**src/rtl/controle_rodada_pkg.sv**
```systemverilog
// rtl/controle_rodada_pkg.sv - shared state codes and button index helper for the turn sequencer
package controle_rodada_pkg;

  typedef enum logic [3:0] {
    INICIAL      = 4'h0,
    PREPARA      = 4'h1,
    ESPERA_MACRO = 4'h2,
    REG_MACRO    = 4'h3,
    ESPERA_MICRO = 4'h4,
    REG_MICRO    = 4'h5,
    ESCREVE      = 4'h6,
    VERIFICA     = 4'h7,
    ATUALIZA     = 4'h8,
    TROCA        = 4'h9,
    FIM          = 4'hA
  } estado_t;

  localparam logic [3:0] POS_NENHUMA = 4'hF;

  // Index 0..8 of the single set bit; POS_NENHUMA when zero or several bits are set.
  function automatic logic [3:0] one_hot_para_indice(input logic [8:0] v);
    logic [3:0]  idx;
    int unsigned n;
    idx = POS_NENHUMA;
    n   = 0;
    for (int i = 0; i < 9; i++) begin
      if (v[i]) begin
        idx = 4'(i);
        n   = n + 1;
      end
    end
    if (n != 1) idx = POS_NENHUMA;
    return idx;
  endfunction

endpackage

```
**src/rtl/controle_rodada_if.sv**
```systemverilog
// rtl/controle_rodada_if.sv - strobes and status exchanged between the turn sequencer and the game datapath
interface controle_rodada_if;
  import controle_rodada_pkg::*;

  logic [8:0] ocupado;
  logic       proxima_livre;
  logic       venceu_micro;
  logic       fim_jogo;
  logic [3:0] posicao;
  logic       registra_macro;
  logic       registra_micro;
  logic       sinal_macro;
  logic       we_board;
  logic       we_board_state;
  logic       troca_jogador;

  modport master (
    input  ocupado, proxima_livre, venceu_micro, fim_jogo,
    output posicao, registra_macro, registra_micro, sinal_macro,
           we_board, we_board_state, troca_jogador
  );

  modport slave (
    output ocupado, proxima_livre, venceu_micro, fim_jogo,
    input  posicao, registra_macro, registra_micro, sinal_macro,
           we_board, we_board_state, troca_jogador
  );
endinterface

```
**src/rtl/controle_rodada_detector_jogada.sv**
```systemverilog
// rtl/controle_rodada_detector_jogada.sv - rising-edge detector accepting only single-button presses
module detector_jogada
  import controle_rodada_pkg::*;
(
  input  logic       clock,
  input  logic       reset,
  input  logic [8:0] botoes,
  output logic       jogada,
  output logic [3:0] indice
);

  logic [8:0] botoes_q;

  always_ff @(posedge clock or negedge reset) begin
    if (!reset) botoes_q <= '0;
    else        botoes_q <= botoes;
  end

  always_comb begin
    indice = one_hot_para_indice(botoes & ~botoes_q);
    jogada = (indice != POS_NENHUMA);
  end

endmodule

```
**src/rtl/controle_rodada.sv**
```systemverilog
// rtl/controle_rodada.sv - turn sequencer: macro/micro selection, datapath strobes, per-turn timeout
module controle_rodada
  import controle_rodada_pkg::*;
#(
  parameter int TIMEOUT_CICLOS = 5000
)
(
  input  logic                clock,
  input  logic                reset,
  input  logic                iniciar,
  input  logic [8:0]          botoes,
  controle_rodada_if.master   bus,
  output logic                jogar_macro,
  output logic                jogar_micro,
  output logic                erro_jogada,
  output logic                timeout,
  output logic                pronto,
  output logic [3:0]          db_estado
);

  localparam int CONT_W = $clog2(TIMEOUT_CICLOS + 1);
  localparam logic [CONT_W-1:0] LIMITE = CONT_W'(TIMEOUT_CICLOS - 1);

  estado_t           estado, estado_prox;
  logic [CONT_W-1:0] timer;
  logic [3:0]        posicao_q;
  logic              perdeu_vez;
  logic              jogada;
  logic [3:0]        indice;
  logic              limpa, conta, carrega;
  logic              registra_macro, registra_micro, sinal_macro;
  logic              we_board, we_board_state, troca_jogador;

  detector_jogada u_detector (
    .clock  (clock),
    .reset  (reset),
    .botoes (botoes),
    .jogada (jogada),
    .indice (indice)
  );

  always_ff @(posedge clock or negedge reset) begin
    if (!reset) estado <= INICIAL;
    else        estado <= estado_prox;
  end

  // Timer saturates at LIMITE so a rejected press on the expiry cycle still times out next cycle.
  // perdeu_vez marks a forfeited turn: the micro register is stale, so TROCA must not force a board.
  always_ff @(posedge clock or negedge reset) begin
    if (!reset) begin
      timer      <= '0;
      posicao_q  <= POS_NENHUMA;
      perdeu_vez <= 1'b0;
    end else begin
      if (limpa)                        timer <= '0;
      else if (conta && timer != LIMITE) timer <= timer + 1'b1;
      if (carrega)                      posicao_q <= indice;
      if (estado == TROCA)              perdeu_vez <= 1'b0;
      else if (timeout)                 perdeu_vez <= 1'b1;
    end
  end

  always_comb begin
    estado_prox    = estado;
    limpa          = 1'b0;
    conta          = 1'b0;
    carrega        = 1'b0;
    registra_macro = 1'b0;
    registra_micro = 1'b0;
    sinal_macro    = 1'b0;
    we_board       = 1'b0;
    we_board_state = 1'b0;
    troca_jogador  = 1'b0;
    jogar_macro    = 1'b0;
    jogar_micro    = 1'b0;
    erro_jogada    = 1'b0;
    timeout        = 1'b0;
    pronto         = 1'b0;
    case (estado)
      INICIAL: if (iniciar) estado_prox = PREPARA;
      PREPARA: begin
        limpa       = 1'b1;
        estado_prox = ESPERA_MACRO;
      end
      ESPERA_MACRO, ESPERA_MICRO: begin
        jogar_macro = (estado == ESPERA_MACRO);
        jogar_micro = (estado == ESPERA_MICRO);
        conta       = 1'b1;
        // A press in the expiry cycle takes priority over the timeout.
        if (jogada) begin
          if (bus.ocupado[indice]) begin
            erro_jogada = 1'b1;
          end else begin
            carrega     = 1'b1;
            estado_prox = (estado == ESPERA_MACRO) ? REG_MACRO : REG_MICRO;
          end
        end else if (timer == LIMITE) begin
          timeout     = 1'b1;
          estado_prox = TROCA;
        end
      end
      REG_MACRO: begin
        registra_macro = 1'b1;
        limpa          = 1'b1;
        estado_prox    = ESPERA_MICRO;
      end
      REG_MICRO: begin
        registra_micro = 1'b1;
        estado_prox    = ESCREVE;
      end
      ESCREVE: begin
        we_board    = 1'b1;
        estado_prox = VERIFICA;
      end
      VERIFICA: begin
        if (bus.venceu_micro)  estado_prox = ATUALIZA;
        else if (bus.fim_jogo) estado_prox = FIM;
        else                   estado_prox = TROCA;
      end
      ATUALIZA: begin
        we_board_state = 1'b1;
        estado_prox    = bus.fim_jogo ? FIM : TROCA;
      end
      TROCA: begin
        troca_jogador = 1'b1;
        limpa         = 1'b1;
        if (bus.proxima_livre) begin
          estado_prox = ESPERA_MACRO;
        end else begin
          sinal_macro = !perdeu_vez;
          estado_prox = ESPERA_MICRO;
        end
      end
      FIM: begin
        pronto = 1'b1;
        if (iniciar) estado_prox = PREPARA;
      end
      default: estado_prox = INICIAL;
    endcase
  end

  assign db_estado          = estado;
  assign bus.posicao        = posicao_q;
  assign bus.registra_macro = registra_macro;
  assign bus.registra_micro = registra_micro;
  assign bus.sinal_macro    = sinal_macro;
  assign bus.we_board       = we_board;
  assign bus.we_board_state = we_board_state;
  assign bus.troca_jogador  = troca_jogador;

endmodule
```
**src/flat_wrapper.sv**
```systemverilog
// flat-port wrapper written by rule: the top's interface ports become plain ports
module controle_rodada_flat import controle_rodada_pkg::*;
#(
  parameter int TIMEOUT_CICLOS = 5000
)
  (clock, reset, iniciar, botoes, jogar_macro, jogar_micro, erro_jogada, timeout, pronto, db_estado, bus_ocupado, bus_proxima_livre, bus_venceu_micro, bus_fim_jogo, bus_posicao, bus_registra_macro, bus_registra_micro, bus_sinal_macro, bus_we_board, bus_we_board_state, bus_troca_jogador);
  controle_rodada_if bus_i ();
  input  logic clock;
  input  logic reset;
  input  logic iniciar;
  input  logic [8:0] botoes;
  output logic jogar_macro;
  output logic jogar_micro;
  output logic erro_jogada;
  output logic timeout;
  output logic pronto;
  output logic [3:0] db_estado;
  input wire logic [$bits(bus_i.ocupado)-1:0] bus_ocupado;
  input wire logic [$bits(bus_i.proxima_livre)-1:0] bus_proxima_livre;
  input wire logic [$bits(bus_i.venceu_micro)-1:0] bus_venceu_micro;
  input wire logic [$bits(bus_i.fim_jogo)-1:0] bus_fim_jogo;
  output wire logic [$bits(bus_i.posicao)-1:0] bus_posicao;
  output wire logic [$bits(bus_i.registra_macro)-1:0] bus_registra_macro;
  output wire logic [$bits(bus_i.registra_micro)-1:0] bus_registra_micro;
  output wire logic [$bits(bus_i.sinal_macro)-1:0] bus_sinal_macro;
  output wire logic [$bits(bus_i.we_board)-1:0] bus_we_board;
  output wire logic [$bits(bus_i.we_board_state)-1:0] bus_we_board_state;
  output wire logic [$bits(bus_i.troca_jogador)-1:0] bus_troca_jogador;
  assign bus_i.ocupado = bus_ocupado;
  assign bus_i.proxima_livre = bus_proxima_livre;
  assign bus_i.venceu_micro = bus_venceu_micro;
  assign bus_i.fim_jogo = bus_fim_jogo;
  assign bus_posicao = bus_i.posicao;
  assign bus_registra_macro = bus_i.registra_macro;
  assign bus_registra_micro = bus_i.registra_micro;
  assign bus_sinal_macro = bus_i.sinal_macro;
  assign bus_we_board = bus_i.we_board;
  assign bus_we_board_state = bus_i.we_board_state;
  assign bus_troca_jogador = bus_i.troca_jogador;
  controle_rodada #(.TIMEOUT_CICLOS(TIMEOUT_CICLOS)) u_core (.clock(clock), .reset(reset), .iniciar(iniciar), .botoes(botoes), .bus(bus_i), .jogar_macro(jogar_macro), .jogar_micro(jogar_micro), .erro_jogada(erro_jogada), .timeout(timeout), .pronto(pronto), .db_estado(db_estado));
endmodule
```
**config.mk**
```make
export PLATFORM = sky130hd
export DESIGN_NAME = controle_rodada_flat
export DESIGN_NICKNAME = d
export VERILOG_FILES = /design/src/rtl/controle_rodada_pkg.sv /design/src/rtl/controle_rodada_if.sv /design/src/rtl/controle_rodada_detector_jogada.sv /design/src/rtl/controle_rodada.sv /design/src/flat_wrapper.sv
export SDC_FILE = /design/constraint.sdc
export NUM_CORES = 1
export LEC_CHECK = 0
export ABC_AREA = 0
export CAP_MARGIN = 5
export CORE_AREA = 3 3 95 97
export CTS_BUF_LIST = sky130_fd_sc_hd__clkbuf_2 sky130_fd_sc_hd__clkbuf_4 sky130_fd_sc_hd__clkbuf_8
export CTS_CLUSTER_SIZE = 10
export DETAILED_ROUTE_END_ITERATION = 6
export DIE_AREA = 0 0 98 100
export GPL_ROUTABILITY_DRIVEN = 0
export PLACE_DENSITY = 0.47
export SLEW_MARGIN = 20
export SYNTH_ARGS = -nofsm -noshare
export SYNTH_HDL_FRONTEND = slang
export SYNTH_SLANG_ARGS = --single-unit
```
**constraint.sdc**
```tcl
create_clock -name clock -period 10.12 [get_ports clock]
set_input_delay 2.024 -clock clock [delete_from_list [all_inputs] [get_ports clock]]
set_output_delay 2.024 -clock clock [all_outputs]
set_load 0.01 [all_outputs]
```
==> summary.txt, run 1 <==
Setup path
  – Worst r2r src: u_core.u_detector.botoes_q[1]
  – Max incr delay on CP: 0.48 ns
  – Worst Setup Start Kind: primary input
  – FF-to-FF path depth: 27
  – Endpoint class of the critical path: primary output
  – FF-to-FF End: u_core.bus.posicao[1]
  – CP max FO: 5
  – Crit path arrival time: 7.52 ns
  – WP data required: 8.10 ns
  – Kind of critical path: primary input to primary output
  – CP dominant cell by count: ha_1
  – Worst reg-to-reg setup slack: 4.19 ns
  – Slowest stage cell, crit path: clkdlybuf4s50_1

Floorplan
  – Core box area: 0.00822 sq mm
  – DIE WIDTH: 98 um
  – Die height: 100 um
  – Starting density of the core: 0.299
  – Die area: 0.00980 sq mm
  – Site row count: 33
  – Top Ports: 43

Synth
  – Share of Yosys cell area claimed by the top area cell type: 0.275
  – Post-synth EDFFs: 0
  – Synth Area in XOR/XNOR: 0.119
  – Largest family of logic cells by synthesized area: simple AND/OR/NAND/NOR gates
  – Top-count cell post-synth: nor2_1
  – YS warnings: 0
  – Synthesized area: 0.00246 sq mm
  – #FFs+latches synth: 31
  – Cell accounting for the most synthesized area: dfrtp_1
  – FFs w/ async S/R, synth: 1.00
  – Synth Net Count: 306
  – Seq/Total Area, Yosys: 0.317
  – Post-synthesis mux area share: 0.0524
  – Cell variety after synth: 65
  – Synth Area in Compound Gates: 0.152
  – Simple-gate share of the synthesized area: 0.283
  – Adder-cell area share of the yosys netlist: 0.0448
  – Top FF cell, synth: dfrtp_1
  – Synth area leaders: dfrtp_1 (27%), nor2_1 (4.4%), dfstp_2 (4.3%)
  – Commonest cells in the netlist: nor2_1 (29), dfrtp_1 (27), nand2_1 (18)
  – Mapped Cells: 274
  – Avg Cell Area, Syn: 8.98 sq um

Timing
  – Setup ws final: 0.579 ns
  – Pins Over Slew Limit: 0
  – Hold_ws: 0.485 ns
  – Tmin final: 9.54 ns
  – Final worst path period share: 0.943
  – Final clock skew: 0.00641 ns
  – Worst Tran Pin Value: 0.541 ns
  – RSZ-0062 raised after global routing: false
  – # setup viols final: 0
  – Hold Violations, Final: 0
  – Rel. slew slack: 0.639
  – Fmax: 105 MHz
  – Total negative slack: 0 ns

Drt
  – Initial DRC Count: 60
  – Routed vias: 2178
  – Vias per cell: 5.12
  – WL per Instance: 15.1 um
  – Antenna-violating nets left: 0
  – Routed wire length: 6400 um
  – DRC: 0
  – Initial DRT Pass Iterations: 4

Clock network
  – Clock Tree Buf Depth: 2
  – Clk_lat worst skew: 0.29 ns
  – Post-CTS Setup Inserts: 0
  – Root Driver: clkbuf_8
  – Hold-fix buffers at CTS: 0
  – H-tree depth: 2
  – CTS resizes: 0
  – TritonCTS Sinks: 31
  – Clock Pin Slew Worst Setup and Hold Paths: 0.08 ns
  – Clock tree from TritonCTS: yes
  – Num CTS Buffers: 5

Min path
  – WHS Endpoint: u_core.bus.posicao[3]
  – Hold Startpoint: u_core.bus.posicao[3]
  – Worst hold path class: flop to flop
  – Min-Delay Path Depth: 2

Job
  – Max-Cap Viols: 0

Final layout
  – ANT cells: 0
  – Area delta synth->final: 27.9%
  – Area taken by multi-input logic gates: 0.00162 sq mm
  – Fillers: 854
  – Nets: 351
  – Layout cells sized above 1: 0.128
  – Sequential Area: 781 sq um
  – Layout Utilization: 0.383

GRT
  – Initial antenna violation count: 0
  – Largest net degree at the start of global routing: 32
  – Vias in the first global route: 2253
  – Total GRT Usage: 0.136
  – First-pass GRT wire length: 11000 um
  – GR Overflow Total: 0

Power and ir drop
  – Pwr Density: 188 mW/mm^2
  – Leak: 1.35 nW
  – Maximum vdd drop: 0.0000663 V

Placed design
  – # port buffers: 42
  – Placement Setup Slack: 0.0188 ns
  – DP HPWL: 4890 um

Outcome
  – Status: finished clean
## kinds of logic after synthesis
| family | count (synthesis) |
|---|---|
| XOR/XNOR | 26 |
| AND/OR/NAND/NOR | 126 |
| AO/OA/AOI/OAI | 52 |
| flip-flops | 31 |
| adder cells (fa/ha/maj) | 9 |
| multiplexers | 10 |
| buffers and inverters | 20 |
## critical path, delay by kind of cell
kind | cells | cell delay, ns
AO/OA/AOI/OAI | 5 | 0.77
XOR/XNOR | 2 | 0.44
adder cells (fa/ha/maj) | 7 | 2.05
buffers and inverters | 4 | 0.75
multiplexers | 1 | 0.17
AND/OR/NAND/NOR | 8 | 1.30
## stage by stage
step	cell area (sq um)	total power [mW]	cells
floorplan	2460	0.367	274
global placement	3010	0.479	417
detailed placement	3010	0.477	417
CTS	3120	0.597	425
global route	3150	0.640	425
finish	3150	0.591	425
## layout by cell type, fill, tap and decap left out, drive strengths merged, types with 2 or more instances in the layout
cell type      synthesis  final
xor2                  12     12
mux2i                  5      5
nor4                   3      3
and3                   5      5
dfrtp                 27     27
or2                    2      2
o311ai                 4      4
nor3                  13     13
xnor3                  4      4
mux2                   3      3
buf                    0      5
nor3b                  2      2
nand2b                10     10
a211oi                 4      4
a21oi                 13     13
mux4                   2      2
nand2                 18     18
o211ai                 5      5
a21o                   2      2
nand4                  9      9
o21a                   2      2
nor2b                  7      7
nand3                 12     12
dfstp                  4      4
and2                   2      2
or4                    2      2
nand3b                 3      3
dlymetal6s2s           0      2
clkdlybuf4s50          0     40
inv                   10     10
o21ai                  8      8
or3                    2      2
clkbuf                 9      7
nor2                  29     29
ha                     8      8
a31oi                  3      3
xnor2                 10     10
## how the worst max path moves through the flow
stage,slack (ns),endpoint,depth (start not counted),from
after floorplan,1.25,erro_jogada,25,botoes[1]
after global placement,0.11,erro_jogada,27,botoes[1]
after detailed placement,0.02,erro_jogada,28,botoes[1]
after CTS,0.01,erro_jogada,28,botoes[1]
after global routing,0.21,erro_jogada,27,botoes[1]
final,0.58,erro_jogada,27,botoes[1]
## final cells by class
cell class,count,share of cell area
Tap cell,105,0.0418
Clock inverter,1,0.00239
Inverter,11,0.0135
Timing Repair Buffer,47,0.147
Multi-Input combinational cell,223,0.516
Clock buffer,7,0.0306
Sequential cell,31,0.248
## routing by layer
layer / up-vias / track usage / part of all wire
li1: 1098 / - / -
met4: 0 / 0.0405 / 0.016
met1: 1031 / 0.186 / 0.49
met5: - / 0 / 0
met3: 10 / 0.0292 / 0.040
met2: 39 / 0.217 / 0.46
## power breakdown
part / switching, mW / internal (mW)
clock network: 0.0550 / 0.0620
logic: 0.150 / 0.142
registers: 0.0318 / 0.151
## sequential cells by signal (all words and copies together) (netlist names)
signal,flops
u_core.perdeu_vez,1
u_core.bus.posicao,4
u_core.db_estado,4
u_core.timer,13
u_core.u_detector.botoes_q,9
No activity file was read; power rests on OpenSTA's default activity.
==> run 2, diff against run 1 <==
Settings changed: PLACE_DENSITY 0.47 to 0.48.
Clock period 10.12 ns to 7.7 ns, I/O delays scaled along.
==> summary.txt, run 2 (synthesis gave the netlist of run 1 again) <==
Outcome
  – Status: finished with violations
  – Failing checks: setup timing

Final layout
  – Biggest register: u_core.timer
  – Largest registers: u_core.timer (13), u_core.u_detector.botoes_q (9)
  – Commonest non-fill, non-tap cells in the layout: buf_4 (51), clkdlybuf4s50_1 (37), dfrtp_1 (27)
  – Commonest non-fill, non-tap cell in the layout: buf_4
  – Finished layout cell area: 0.00358 sq mm (+14%)
  – Layout cells sized above 1: 0.287 (+0.159)
  – Area delta synth->final: 45.6%
  – ANT cells: 0 (unchanged)
  – Nets: 397 (+13%)
  – Max reg flops: 13 (unchanged)

Power and ir drop
  – Pwr Total: 0.846 mW (+43%)
  – Leak: 1.57 nW (+16%)
  – Maximum vdd drop: 0.000117 V (+77%)
  – Pwr Density: 236 mW/mm^2 (+26%)

Setup path
  – Kind of critical path: primary input to primary output
  – CP dominant cell by count: ha_1
  – CP max FO: 3 (-2)
  – Top delay family on crit path: adder cells
  – CP startpoint: botoes[1]
  – WP data required: 6.16 ns (-1.94 ns)
  – Max incr delay on CP: 0.55 ns (+0.07 ns)
  – Slowest stage cell, crit path: or4_4
  – Crit path arrival time: 6.27 ns (-1.25 ns)
  – Worst Setup Start Kind: primary input
  – CP Buf/Inv Count: 4 (unchanged)
  – Worst r2r src: u_core.u_detector.botoes_q[1]
  – Endpoint class of the critical path: primary output

Timing
  – Rel. slew slack: 0.610 (-0.0286)
  – Worst Tran Pin Value: 0.584 ns (+0.0428 ns)
  – Fmax: 128 MHz
  – Hold Violations, Final: 0 (unchanged)
  – Final worst path period share: 1.01
  – # setup viols final: 2 (+2)
  – Setup ws final: -0.112 ns (-0.691 ns)
  – Pins Over Slew Limit: 0 (unchanged)
  – RSZ-0062 raised after global routing: true
  – Final clock skew: 0.00571 ns (-0.000699 ns)
  – Tmin final: 7.81 ns
  – Hold_ws: 0.485 ns (+0.000314 ns)

Drt
  – Routed vias: 2359 (+8.3%)
  – WL per Instance: 14.1 um (-6.2%)
  – Initial DRT Pass Iterations: 4 (unchanged)
  – Vias per cell: 5.01 (-2.3%)
  – Antenna-violating nets left: 0 (unchanged)
  – Routed wire length: 6650 um (+3.9%)
  – DRC: 0 (unchanged)
  – Initial DRC Count: 91 (+52%)

Floorplan
  – Site row count: 33 (unchanged)
  – Die area: 0.00980 sq mm (unchanged)
  – Top Ports: 43 (unchanged)
  – DIE WIDTH: 98 um (unchanged)
  – Die height: 100 um (unchanged)
  – Starting density of the core: 0.299 (unchanged)
  – Core box area: 0.00822 sq mm (unchanged)

Clock network
  – Hold-fix buffers at CTS: 0 (unchanged)
  – Clock tree from TritonCTS: yes
  – Root Driver: clkbuf_8
  – Clock Pin Slew Worst Setup and Hold Paths: 0.07 ns (about the same)
  – H-tree depth: 2 (unchanged)
  – TritonCTS Sinks: 31 (unchanged)
  – Clock Tree Buf Depth: 2 (unchanged)
  – Num CTS Buffers: 5 (unchanged)
  – Clk_lat worst skew: 0.28 ns (about the same)

Job
  – Max-Cap Viols: 0 (unchanged)

GRT
  – GR Overflow Total: 0 (unchanged)
  – Vias in the first global route: 2380 (+5.6%)
  – Largest net degree at the start of global routing: 32 (unchanged)
  – Total GRT Usage: 0.138 (+0.00164)
  – Initial antenna violation count: 0 (unchanged)
  – First-pass GRT wire length: 11000 um (+0.19%)

Min path
  – Hold Startpoint: u_core.bus.posicao[3]
  – Worst hold path class: flop to flop

Placed design
  – Placed Area: 0.00329 sq mm (+9.1%)
  – # port buffers: 42 (unchanged)
  – DP HPWL: 5080 um (+3.8%)
run 2: cell count changes in the layout (fill, tap and decap cells not counted), sizes merged:
cell	change
buf	+50
bufinv	+1
clkdlybuf4s50	-3
clkinvlp	-1
dlygate4sd2	+1
dlymetal6s2s	-2
run 2: metal layers:
metal | vias to the layer above | routed length [um] | global-route usage
met1 | 1126 | 3170 | 0.178
met2 | 40 | 3100 | 0.231
met5 | - | 0 | 0
met3 | 9 | 276 | 0.0313
li1 | 1184 | - | -
met4 | 0 | 105 | 0.0394
run 2: per-stage QoR:
step                 util  worst slack [ns]  cells  setup TNS (ns)
floorplan               -           0.00789    274               0
global placement    0.400             -1.07    450           -2.01
detailed placement  0.400             -1.17    450           -2.21
CTS                 0.433            -0.248    470          -0.450
global route        0.436            -0.412    471          -0.780
finish              0.436            -0.112    471          -0.173
run 2: cell type report:
class                      count  area, sq um
sequential                    31          781
timing repair buffer          93          795
clock buffer                   7         83.8
tap                          105          131
inverter                      11         42.5
fill                         803         4640
clock inverter                 1         30.0
multi-input combinational    223         1720
run 2: where the power goes:
group | internal (mW) | switching, mW
combinational | 0.227 | 0.210
sequential | 0.198 | 0.0411
clock | 0.104 | 0.0662
run 2: repair_timing:
item / CTS / global route
gates cloned: 0 / 0
buffers inserted: 12 / 1
endpoints found under the setup margin: 2 / 2
hold endpoints to repair: 0 / 0
pin swaps: 17 / 7
gates resized for setup: 34 / 4
run 2: final timing paths:
kind | endpoint | slack (ns) | cells after the start
max in group asynchronous | u_core.bus.posicao[1] | 5.71 | 2
hold / removal | u_core.bus.posicao[3] | 0.48 | 2
setup / recovery | erro_jogada | -0.11 | 28
setup reg to reg | u_core.bus.posicao[1] | 2.01 | 28
hold reg to reg | u_core.bus.posicao[3] | 0.48 | 2
min in group asynchronous | u_core.db_estado[2] | 1.65 | 2
run 2: worst min-delay path: cells and delay by family (launching register included):
kind	cells	cell delay, ns
DFF	1	0.38
muxes	1	0.06
buffers and inverters	1	0.04
